<file path="src/rtl/id_inst_latch.sv">
// id_inst_latch
//   Fetch-to-decode register stage in front of the immediate generator.
//   IMEM/BIOS reads are synchronous, so the word for an address issued in
//   cycle N shows up on imem_dout in cycle N+1. This block remembers which
//   read is in flight, captures the word into a holding register when
//   decode stalls, and drops it on a flush. It presents the decode
//   instruction, its PC and the ImmSel code.
//
// Ports
//   clk, rst        core clock, synchronous active-high reset
//   fetch_valid/pc  read issued to IMEM this cycle, and its address
//   imem_dout       data for the read issued in the previous cycle
//   stall, flush    decode hold request, and squash/redirect
//   id_valid/inst/pc  decode instruction, its PC, and a valid flag
//   id_imm_sel      ImmSel: I=000 S=001 B=010 J=011 U=100 C=101
//   id_illegal      valid instruction with an unsupported opcode
//   hold_cycles     free-running count of cycles spent in HOLD
module id_inst_latch #(
    parameter logic [31:0] NOP_INST  = 32'h0000_0013,
    parameter int          CNT_WIDTH = 32
) (
    input  logic                 clk,
    input  logic                 rst,
    input  logic                 fetch_valid,
    input  logic [31:0]          fetch_pc,
    input  logic [31:0]          imem_dout,
    input  logic                 stall,
    input  logic                 flush,
    output logic                 id_valid,
    output logic [31:0]          id_inst,
    output logic [31:0]          id_pc,
    output logic [2:0]           id_imm_sel,
    output logic                 id_illegal,
    output logic [CNT_WIDTH-1:0] hold_cycles
);

    localparam logic [0:0] ST_RUN  = 1'b0;
    localparam logic [0:0] ST_HOLD = 1'b1;

    localparam logic [2:0] SEL_I = 3'b000;
    localparam logic [2:0] SEL_S = 3'b001;
    localparam logic [2:0] SEL_B = 3'b010;
    localparam logic [2:0] SEL_J = 3'b011;
    localparam logic [2:0] SEL_U = 3'b100;
    localparam logic [2:0] SEL_C = 3'b101;

    logic [0:0]           state_q,     state_d;
    logic                 pend_v_q,    pend_v_d;
    logic [31:0]          pend_pc_q,   pend_pc_d;
    logic [31:0]          hold_inst_q, hold_inst_d;
    logic [CNT_WIDTH-1:0] hold_cnt_q,  hold_cnt_d;

    // Next-state logic. The priority order is flush, then stall, then
    // normal advance. A flush loads the redirect target in the same cycle.
    always_comb begin
        state_d     = state_q;
        pend_v_d    = pend_v_q;
        pend_pc_d   = pend_pc_q;
        hold_inst_d = hold_inst_q;
        hold_cnt_d  = hold_cnt_q;

        // Counts every cycle that starts in HOLD, including a flush cycle.
        if (state_q == ST_HOLD) begin
            hold_cnt_d = hold_cnt_q + 1'b1;
        end

        if (flush) begin
            state_d   = ST_RUN;
            pend_v_d  = fetch_valid;
            pend_pc_d = fetch_pc;
        end else if (stall) begin
            // Only the first stalled cycle sees the real read data. Later
            // cycles keep the captured word and ignore imem_dout.
            if (state_q == ST_RUN) begin
                hold_inst_d = imem_dout;
                state_d     = ST_HOLD;
            end
        end else begin
            state_d   = ST_RUN;
            pend_v_d  = fetch_valid;
            pend_pc_d = fetch_pc;
        end
    end

    always_ff @(posedge clk) begin
        if (rst) begin
            state_q     <= ST_RUN;
            pend_v_q    <= 1'b0;
            pend_pc_q   <= 32'h0;
            hold_inst_q <= NOP_INST;
            hold_cnt_q  <= '0;
        end else begin
            state_q     <= state_d;
            pend_v_q    <= pend_v_d;
            pend_pc_q   <= pend_pc_d;
            hold_inst_q <= hold_inst_d;
            hold_cnt_q  <= hold_cnt_d;
        end
    end

    // Decode-side view
    always_comb begin
        if (state_q == ST_HOLD) begin
            id_inst = hold_inst_q;
        end else begin
            id_inst = pend_v_q ? imem_dout : NOP_INST;
        end
    end

    assign id_valid    = pend_v_q;
    assign id_pc       = pend_pc_q;
    assign hold_cycles = hold_cnt_q;

    // ImmSel decode. OP has no immediate, so it reports a fixed I.
    logic opc_bad;

    always_comb begin
        id_imm_sel = SEL_I;
        opc_bad    = 1'b0;
        case (id_inst[6:0])
            7'b0000011, 7'b0010011, 7'b1100111: id_imm_sel = SEL_I;
            7'b0100011:                         id_imm_sel = SEL_S;
            7'b1100011:                         id_imm_sel = SEL_B;
            7'b1101111:                         id_imm_sel = SEL_J;
            7'b0110111, 7'b0010111:             id_imm_sel = SEL_U;
            7'b0110011:                         id_imm_sel = SEL_I;
            // Within SYSTEM, funct3[2] marks the csrr*i forms (zimm).
            7'b1110011: id_imm_sel = id_inst[14] ? SEL_C : SEL_I;
            default: begin
                id_imm_sel = SEL_I;
                opc_bad    = 1'b1;
            end
        endcase
    end

    assign id_illegal = id_valid & opc_bad;

endmodule

</file>
<file path="config.mk">
export PLATFORM = sky130hd
export DESIGN_NAME = id_inst_latch
export DESIGN_NICKNAME = d
export VERILOG_FILES = /design/src/rtl/id_inst_latch.sv
export SDC_FILE = /design/constraint.sdc
export NUM_CORES = 1
export LEC_CHECK = 0
export ABC_AREA = 1
export BUFFER_PORTS_ARGS = -buffer_cell sky130_fd_sc_hd__buf_4
export CORE_MARGIN = 2
export CORE_UTILIZATION = 49
export CTS_CLUSTER_SIZE = 12
export DETAILED_ROUTE_END_ITERATION = 7
export PLACE_DENSITY = 0.78
export SLEW_MARGIN = 40
export SYNTH_ARGS = -nofsm -noshare
export SYNTH_HDL_FRONTEND = slang
export SYNTH_SLANG_ARGS = --single-unit
</file>
<file path="constraint.sdc">
create_clock -name clk -period 1.9 [get_ports clk]
set_input_delay 0 -clock clk [delete_from_list [all_inputs] [get_ports clk]]
set_output_delay 0 -clock clk [all_outputs]
set_load 0.02 [all_outputs]
</file>
* After elaboration in Yosys (flattened, before gate mapping)
Index checks and enable logic that the tools add are counted. Widths: inputs -> output; s select.
Operators by class: $add $sub $neg 1, equal/unequal tests 11, muxes and demuxes 10, bitwise operators 3, reduce and logical (&&, ||, !) cells 4
Operator list (number):
- $mux 32 | 4
- $add 32x1->32 const B | 1
- $eq 7x7->1 const B | 4
- $eq 7x6->1 const B | 3
- $pmux 3 s5 | 1
- $eq 7x5->1 const B | 2
- $reduce_or 10->1 | 1
- $eq 7x2->1 const B | 1
- $mux 1 | 4
- $reduce_or 2->1 | 2
- $mux 3 | 1
- $reduce_and 3->1 | 1
- $ne 2x1->1 const B | 1
- $not 1->1 | 2
- $and 1x1->1 | 1
Word-level totals: flip-flop bits (word level) 98, input bits 69, output and inout port bits 101, word-level logic and storage cells 34

* Logic depth before layout (Yosys ltp)
Gate-level depths: netlist (run 1).
depth in word-level cells 6, gate-level depth with buffers 11, depth with buffers taken out 11

* Worst setup path after synthesis (run 1)
Ideal clock, no wire load.
path type register to output, start point reg pend_v_q, in the netlist id_valid, end point out id_illegal, data arrival time 1.640 ns, data required time 1.900 ns, path slack 0.260 ns, stages on the path, launching flop included 7, buffers on the path 0, path through dfxtp_1 nand2_1 o21ai_1 nor2_1 nand4_1 nand2_1 nor3_2
Between the ends: longest elaborated chain between the ends 6, elaborated cells on any way between the ends 15, those cells by class eq/ne: 10; mux: 3; bitwise: 1; reduce/logical: 1
RTL lines:
- start, declared | RTL line 48 | logic pend_v_q, pend_v_d;
- start signal, assigned | RTL line 94 | pend_v_q <= pend_v_d;
- $mux 32 * | RTL line 106 | id_inst = pend_v_q ? imem_dout : NOP_INST;
- $mux 32 * | RTL line 103 | if (state_q == ST_HOLD) begin
- net id_inst[3] | RTL line 30 | output logic [31:0] id_inst,
- $eq 7x7->1 (tied with other cells) | RTL line 120 | case (id_inst[6:0])
- $reduce_or 10->1 (no line) *
- $mux 1 * | RTL line 120
- $and 1x1->1 * | RTL line 136 | assign id_illegal = id_valid & opc_bad;
- end, declared | RTL line 33 | output logic id_illegal,
Mark *: on every way through the listed nets, which the timed path passes. The rest lies on a longest branch.

* Worst setup path in the final report (run 1)
start point reg state_q, end point out id_imm_sel[0]
Between the ends: longest elaborated chain between the ends 4, elaborated cells on any way between the ends 10, those cells by class eq/ne: 6; mux: 3; reduce/logical: 1
RTL lines:
- start, declared | RTL line 47 | logic [0:0] state_q, state_d;
- start signal, assigned | RTL line 93 | state_q <= state_d;
- $mux 32 * | RTL line 103
- $eq 7x6->1 or $eq 7x5->1 (tied branches) | RTL line 120
- $reduce_or 2->1
- $pmux 3 s5 * | RTL line 120
- end, declared | RTL line 32 | output logic [2:0] id_imm_sel,
Every way passes the cells marked *; elsewhere a longest branch is shown, timed or not.

==> impl_metrics.yaml, run 1 <==
run_status:
  outcome: "completed"
drt:
  route.vias.total: 5105
  routedWlPerCell_um: 14.84
  viasPerCell: 5.241
  drc: 0
  drt_first_pass_iters: 6
  drt_iter0_markers: 193
  postRouteAntennaNets: 0
  wl_um: 14460
logic_synthesis:
  synth.distinct_cells: 32
  ys.flop_type: "dfxtp_1"
  yosys_warnings: 0
  synth-seq-cells: 98
  syn_area_per_cell_sq_um: 7.090
  synth_edf_count: 0
  ys_seq_area_frac: 0.4371
  netlist_area_sq_um: 4488
  yosysTopAreaCellShare: 0.4371
  synth_area_leaders: "dfxtp_1 44%, nor2_1 15%, o21ai_0 8.1%"
  synth_area_leader_cell: "dfxtp_1"
  async_reset_ff_frac: 0
  syn_inst: 633
  syn_nets: 703
worst_setup_path:
  worstSetupStartpointType: "flip-flop"
  r2r-start: "hold_cycles[0]"
  required_ns: 1.90
  cp-end-kind: "primary output"
  worst-path-max-fanout: 25
  crit_arrival_ns: 1.84
  r2r_end: "hold_cycles[28]"
  crit_type: "reg -> out"
  reg2reg_depth: 10
  r2r_slack_ns: 0.29
grt:
  grt_pass1_wl_um: 23240
  grt.total_usage: 0.2879
  grt-ovfl-total: 0
  grt_pass1_vias: 4978
  grt_max_degree: 54
  antenna_found_initial: 2
hold_path:
  holdPathStages: 5
  hold_class: "in -> reg"
  hold_start: "flush"
  hold_end: "hold_inst_q[0]"
flow_run:
  cap_violations: 0
clocking:
  tritoncts: "built"
  root_buffer: "clkbuf_8"
  cts-buffers-inserted: 9
  clock-sinks: 98
  clockBufferDepth: 2
  clk_latency_ns: 0.36
  cts_max_level: 3
  cts.clk_slew.worst_paths_ns: 0.10
floorplan:
  core_area_sq_um: 8806
  die_h_um: 99.71
  rows: 34
  die_area_sq_um: 9941
  fp.dieW_um: 99.71
  start_util: 0.5097
  pin_count: 170
place:
  place_inst: 889
  place_congestion: 0.8665
  dp_hpwl_um: 9139
  portBuffers: 169
power:
  fin_total_pwr_uw: 4831
  p_leak_uw: 0.003209
  p_clk_frac: 0.365
  peakVddDrop_mv: 0.4530
  p_per_area_nw_per_um2: 707.3
  p_seq_frac: 0.458
  combPwrFrac: 0.178
  switching_share: 0.2612
  internal-power_uw: 3569
  switchingPower_uw: 1262
sta:
  slew_headroom: 0.6638
  timing.fmax_mhz: 542.8
  finalSetupViolations: 0
  hold_viol_final: 0
  slew_viol_final: 0
  max_slew.worst_pin.slew_ns: 0.5036
  fin_skew_ns: 0.007214
  min_period_over_period: 0.9697
  fin_crit_ns: 1.842
cells_and_area:
  layout-drive-gt1-share: 0.2697
  final_cell_mix: "177 x buf_4, 175 x nor2_1, 96 x dfxtp_1, 76 x nand2_1, 73 x o21ai_0"
  syn_to_final_growth_pct: 52.19
  final_common_cell: "buf_4"
  stdcell_count: 974
  layout.nets: 930
[cell type report]
type	instances	area, sq um
tap	108	135.1
antenna	2	5.005
fill	630	1976
clock inverter	6	137.6
inverter	50	190.2
sequential	98	1969
clock buffer	9	123.9
timing repair buffer	245	2021
multi-input combinational	456	2248
[worst max path at each step]
| stage | start | end | slack [ns] | depth (start not counted) |
|---|---|---|---|---|
| global route | state_q | id_illegal | -0.02 | 10 |
| detailed placement | hold_cycles[0] | hold_cycles[28] | 0.29 | 10 |
| floorplan | id_valid | id_illegal | 0.26 | 6 |
| finish | state_q | id_imm_sel[0] | 0.06 | 7 |
| global placement | state_q | id_imm_sel[0] | 0.33 | 7 |
| CTS | id_valid | id_imm_sel[0] | 0.002 | 7 |
[worst max-delay path, cell delays in order, from the launching register on]
cell and delay [ns]:
dfxtp_4 0.39, buf_12 0.16, nor2_4 0.13, buf_6 0.23
a22o_1 0.18, nand4_1 0.13, nand3_1 0.10, buf_4 0.14
[sequential cells by signal, indices dropped and copies added (netlist names)]
signal and cells:
hold_cycles 32, hold_inst_q 32, id_pc 32, id_valid 1, state_q 1
[power by group through the flow]
stage	Sequential, uW	Combinational (uW)	Clock [uW]
2_1_floorplan	2310	316	0
3_3_place_gp	2250	695	0
3_5_place_dp	2250	708	0
4_1_cts	2210	822	1790
5_1_grt	2220	924	1850
6_report	2210	858	1760
[cells by family after synthesis]
logic type	after synthesis	share of synthesized area
AO/OA/AOI/OAI	122	0.1606
XOR/XNOR	9	0.01756
adder cells (fa/ha/maj)	1	0.002787
buffers and inverters	79	0.07053
flip-flops	98	0.4371
AND/OR/NAND/NOR	324	0.3114
[through the flow]
step	setup WS, ns	utilization	setup TNS, ns	hold WS [ns]	area (sq um)
finish	0.05754	0.7756	0	0.1029	6830
global route	-0.01645	0.7756	-0.02764	0.1230	6830
CTS	0.001972	0.7673	0	0.1012	6756
detailed placement	0.2946	0.6614	0	0.2381	5824
global placement	0.3334	0.6614	0	0.2271	5824
floorplan	0.2598	-	0	0.06951	4488
[cells in the mapped netlist, types with 5 or more instances]
cell type,count
nand2_1,80
nand4_1,12
xor2_1,7
inv_1,43
a21oi_1,15
dfxtp_1,98
o21ai_0,73
nor2_1,177
nor3_1,8
a22o_1,25
clkbuf_1,22
nor2_2,6
inv_2,7
nand3_1,22
nor2_4,5
[what timing repair did]
item / 4_1_cts / 5_1_grt
pin swaps: 0 / 2
endpoints found under the setup margin: 3 / 4
resized for setup: 3 / 16
hold buffers: 66 / 0
buffers inserted: 0 / 2
endpoints found under the hold margin: 77 / 0
[layer usage]
| metal | global-route usage | up-vias | part of all wire |
|---|---|---|---|
| met4 | 0.1338 | 0 | 0.030 |
| met3 | 0.05200 | 42 | 0.069 |
| met2 | 0.5255 | 208 | 0.51 |
| met5 | 0 | - | 0 |
| met1 | 0.3234 | 2344 | 0.39 |
| li1 | - | 2511 | - |
(Power assumes the default switching activity.)
==> run 2, diff against run 1 <==
CORE_UTILIZATION = 53   (was 49)
PLACE_DENSITY = unset   (was 0.78)
PLACE_DENSITY_LB_ADDON = 0.08   (was unset)
clock period = 2.35 ns   (was 1.9 ns; I/O delays follow)
==> impl_metrics.yaml, run 2 (synthesized netlist as in run 1, its figures left out) <==
power:
  peakVddDrop_mv: 0.3953
  p_leak_uw: 0.003176
  p_per_area_nw_per_um2: 575.9
floorplan:
  die_area_sq_um: 9220
  core_area_sq_um: 8217
  pin_count: 170
  rows: 33
  fp.dieW_um: 96.02
  start_util: 0.5462
  die_h_um: 96.02
cells_and_area:
  layout.nets: 927
  multi_input_area_sq_um: 2210
  fillers: 536
  syn_to_final_growth_pct: 50.13
  final_cell_mix: "177 x nor2_1, 176 x buf_4, 97 x dfxtp_1, 80 x nand2_1, 73 x o21ai_0"
  seqCellArea_sq_um: 1963
  final_common_cell: "nor2_1"
  layout-drive-gt1-share: 0.2567
worst_setup_path:
  worstSetupStartpointType: "flip-flop"
  cp-end-kind: "primary output"
  critPathMaxStageDelay_ns: 0.68
  slowest_stage: "dfxtp_2"
  cp_num_buf_inv: 3
  worst-path-max-fanout: 24
  required_ns: 2.35
  crit_path_frequent_cell: "nand2_1"
  crit_type: "reg -> out"
  crit_arrival_ns: 2.14
  cp_top_family: "flip-flops"
  path_cells: "inv_2, nand3_1, nand2_1, inv_1, nand2_1, nor2_1, nand2_1, nand2_1, nor3_2, buf_4"
sta:
  finalSetupViolations: 0
  grt_setup_unrepaired: "false"
  max_slew.worst_pin.slew_ns: 0.5325
  fin_crit_ns: 2.140
  hold_viol_final: 0
  setup_slack_ns: 0.2096
  fin_skew_ns: 0.006979
  slew_viol_final: 0
  min_period_over_period: 0.9108
  timing.fmax_mhz: 467.2
  slew_headroom: 0.6450
  finalSetupTns_ns: 0
flow_run:
  cap_violations: 0
drt:
  routedWlPerCell_um: 14.60
  route.vias.total: 5173
  postRouteAntennaNets: 0
  wl_um: 14120
  drt_first_pass_iters: 4
  drc: 0
  drt_iter0_markers: 216
  viasPerCell: 5.350
clocking:
  clk_latency_ns: 0.37
  cts_resized: 0
  cts_max_level: 3
  cts.clk_slew.worst_paths_ns: 0.09
  cts-buffers-inserted: 9
  root_buffer: "clkbuf_8"
  clockBufferDepth: 2
  tritoncts: "built"
  clock-sinks: 98
place:
  portBuffers: 169
  dpl_worst_slack_ns: 0.5863
  place_congestion: 1.000
  dp_hpwl_um: 8986
grt:
  grt_pass1_wl_um: 22470
  antenna_found_initial: 1
  grt-ovfl-total: 0
  grt.total_usage: 0.3105
  grt_max_degree: 36
  grt_pass1_vias: 4975
run_status:
  outcome: "completed"
hold_path:
  hold_class: "in -> reg"
run 2: cell count changes in the layout (fill, tap and decap cells not counted), sizes merged:
cell,change
buf,-3
diode,-1
run 2: final cells by class:
class,instances,share of cell area
Multi-Input combinational cell,456,0.3279
Timing Repair Buffer,242,0.2942
Sequential cell,98,0.2914
Inverter,50,0.02786
Clock inverter,6,0.02043
Tap cell,105,0.01950
Clock buffer,9,0.01838
Antenna cell,1,0.0003714
run 2: routing by layer:
layer  track usage  share of wire  up-vias
met4        0.1726          0.037        0
met2        0.5428           0.51      222
met5             0              0        -
met3       0.06891          0.064       47
li1              -              -     2506
met1        0.3474           0.39     2398
run 2: repair_timing:
action	4_1_cts	5_1_grt
setup endpoints to repair	0	0
setup buffers	0	0
endpoints found under the hold margin	77	0
hold buffers	66	0
run 2: path summary, 6_finish.rpt:
path	from	to	slack, ns	depth (start not counted)
min	flush	hold_inst_q[4]	0.09	6
max reg2reg	state_q	hold_cycles[28]	0.54	9
min reg2reg	hold_cycles[8]	hold_cycles[8]	0.49	2
max	state_q	id_illegal	0.21	10
run 2: report_power, final:
group | total [uW] | switching (uW) | leakage, uW | internal, uW
clock network | 1420 | 599 | 0.000130 | 817
logic | 675 | 354 | 0.00224 | 321
registers | 1790 | 49.6 | 0.000805 | 1740
run 2: stage by stage:
step,cell area (sq um),power [uW],std cells,hold slack (ns),util
after floorplan,4488,2122,633,0.06951,-
after global placement,5813,2376,885,0.2295,0.7075
after detailed placement,5813,2395,885,0.2399,0.7075
after CTS,6735,3879,966,0.08995,0.8197
after global routing,6738,4016,967,0.1272,0.8200
final,6738,3881,967,0.09392,0.8200
run 2: tightest hold or removal path: cells and delay by family:
| kind | cells | cell delay [ns] |
|---|---|---|
| AO/OA/AOI/OAI | 1 | 0.07 |
| AND/OR/NAND/NOR | 3 | 0.17 |
| buffers and inverters | 2 | 0.16 |
==> run 3, diff against run 2 <==
--- a/config.mk
+++ b/config.mk
@@ -9,8 +9,9 @@
 export BUFFER_PORTS_ARGS = -buffer_cell sky130_fd_sc_hd__buf_4
 export CORE_MARGIN = 2
-export CORE_UTILIZATION = 53
+export CORE_UTILIZATION = 45
 export CTS_CLUSTER_SIZE = 12
 export DETAILED_ROUTE_END_ITERATION = 7
 export PLACE_DENSITY_LB_ADDON = 0.08
+export REMOVE_ABC_BUFFERS = 1
 export SLEW_MARGIN = 40
 export SYNTH_ARGS = -nofsm -noshare
==> constraint.sdc (replaced) <==
create_clock -name clk -period 2.35 [get_ports clk]
set_input_delay 0 -clock clk [delete_from_list [all_inputs] [get_ports clk]]
set_output_delay 0 -clock clk [all_outputs]
set_load 0.005 [all_outputs]
==> impl_metrics.yaml, run 3 (synthesized netlist as in run 1, its figures left out) <==
place:
  place_congestion: 0.9610
  place_inst: 913
  dp_hpwl_um: 8879
  portBuffers: 169
sta:
  min_period_over_period: 0.9262
  timing.fmax_mhz: 459.4
  finalSetupTns_ns: 0
  hold_viol_final: 0
  grt_setup_unrepaired: "false"
  slew_viol_final: 0
  slew_headroom: 0.5387
  max_slew.worst_pin.slew_ns: 0.6904
  finalSetupViolations: 0
  fin_crit_ns: 2.177
  fin_skew_ns: 0.006682
floorplan:
  rows: 36
  fp.dieW_um: 103.9
  core_area_sq_um: 9729
  pin_count: 170
  die_area_sq_um: 10790
  start_util: 0.4613
  die_h_um: 103.9
worst_setup_path:
  critPathLaunch: "state_q"
  path_cells: "buf_4, nand2_1, nand2_1, nand2_1, nor2_1, nand2_1, nand2_1, nor3_2, buf_4"
  crit_type: "reg -> out"
  worst-path-max-fanout: 22
  r2r_end: "hold_inst_q[2]"
  cp-end-kind: "primary output"
  crit_end: "id_illegal"
  r2r-start: "state_q"
  required_ns: 2.35
  crit_path_frequent_cell: "nand2_1"
  crit_arrival_ns: 2.18
  slowest_stage: "dfxtp_2"
  r2r_slack_ns: 0.44
  reg2reg_depth: 4
  worstSetupStartpointType: "flip-flop"
  critPathMaxStageDelay_ns: 0.64
power:
  peakVddDrop_mv: 0.3059
  p_per_area_nw_per_um2: 519.7
  p_leak_uw: 0.003151
drt:
  drt_iter0_markers: 245
  drt_first_pass_iters: 4
  viasPerCell: 4.990
  route.vias.total: 4965
  postRouteAntennaNets: 0
  wl_um: 13440
  drc: 0
  routedWlPerCell_um: 13.50
clocking:
  clock-sinks: 98
  cts_max_level: 3
  root_buffer: "clkbuf_8"
  clk_latency_ns: 0.35
  cts_hold_buf: 66
  tritoncts: "built"
  clockBufferDepth: 2
  cts_setup_buffers: 0
  cts-buffers-inserted: 9
  cts_resized: 0
  cts.clk_slew.worst_paths_ns: 0.09
grt:
  grt.total_usage: 0.2461
  grt_pass1_vias: 4802
  grt_max_degree: 37
  antenna_found_initial: 0
  grt-ovfl-total: 0
  grt_pass1_wl_um: 22240
run_status:
  outcome: "completed"
cells_and_area:
  fillers: 838
  final_common_cell: "nor2_1"
  stdcell_count: 995
  multi_input_area_sq_um: 2210
  layout.nets: 927
  final_cell_mix: "177 x nor2_1, 176 x buf_4, 97 x dfxtp_1, 80 x nand2_1, 73 x o21ai_0"
  layout-drive-gt1-share: 0.2575
  antennaDiodeCount: 0
  seqCellArea_sq_um: 1963
  syn_to_final_growth_pct: 49.57
  final_core_util: 0.6899
flow_run:
  cap_violations: 0
hold_path:
  hold_class: "in -> reg"
run 3: changes by cell type in the layout (fill, tap and decap cells not counted):
cell	change
bufinv_16	-3
clkbuf_8	+2
clkinv_2	+3
clkinvlp_4	+1
diode_2	-1
inv_6	-2
run 3: where the power goes:
group	leakage (uW)	switching, uW	total, uW	internal [uW]
sequential	0.000805	48.7	1790	1740
combinational	0.00224	256	572	315
clock	0.000105	582	1130	546
run 3: how the worst min path moves through the flow:
stage          cells after the start              end           from
3_3_place_gp                       3  hold_inst_q[23]  imem_dout[23]
2_1_floorplan                      1  hold_cycles[20]            rst
6_report                           5   hold_inst_q[0]          flush
3_5_place_dp                       3  hold_inst_q[28]  imem_dout[28]
4_1_cts                            5   hold_inst_q[1]          flush
5_1_grt                            5   hold_inst_q[0]          flush
run 3: stage by stage:
stage,power [uW],setup WS [ns],hold WS (ns),instance area [sq um]
finish,3488,0.1733,0.1758,6713
detailed placement,2300,0.4959,0.2365,5848
floorplan,2015,0.1676,0.06951,4359
CTS,3502,0.2188,0.1630,6713
global placement,2291,0.5329,0.2310,5848
global route,3639,0.002343,0.1875,6713
run 3: layout make-up:
class | instances | area share
Multi-Input combinational cell | 456 | 0.3292
Sequential cell | 98 | 0.2925
Inverter | 50 | 0.02796
Clock buffer | 11 | 0.02255
Tap cell | 133 | 0.02479
Timing Repair Buffer | 242 | 0.2952
Clock inverter | 5 | 0.007829
run 3: per-layer routing:
metal | track usage | up-vias | share of wire
met2 | 0.4300 | 154 | 0.50
met4 | 0.1110 | 0 | 0.029
met3 | 0.04010 | 32 | 0.045
li1 | - | 2499 | -
met5 | 0 | - | 0
met1 | 0.2968 | 2280 | 0.42
run 3: worst max-delay path, delay by kind of cell (launching register included):
| family | cells | cell delay [ns] |
|---|---|---|
| DFF | 1 | 0.64 |
| buffers and inverters | 2 | 0.43 |
| and+or+nand+nor | 7 | 0.76 |
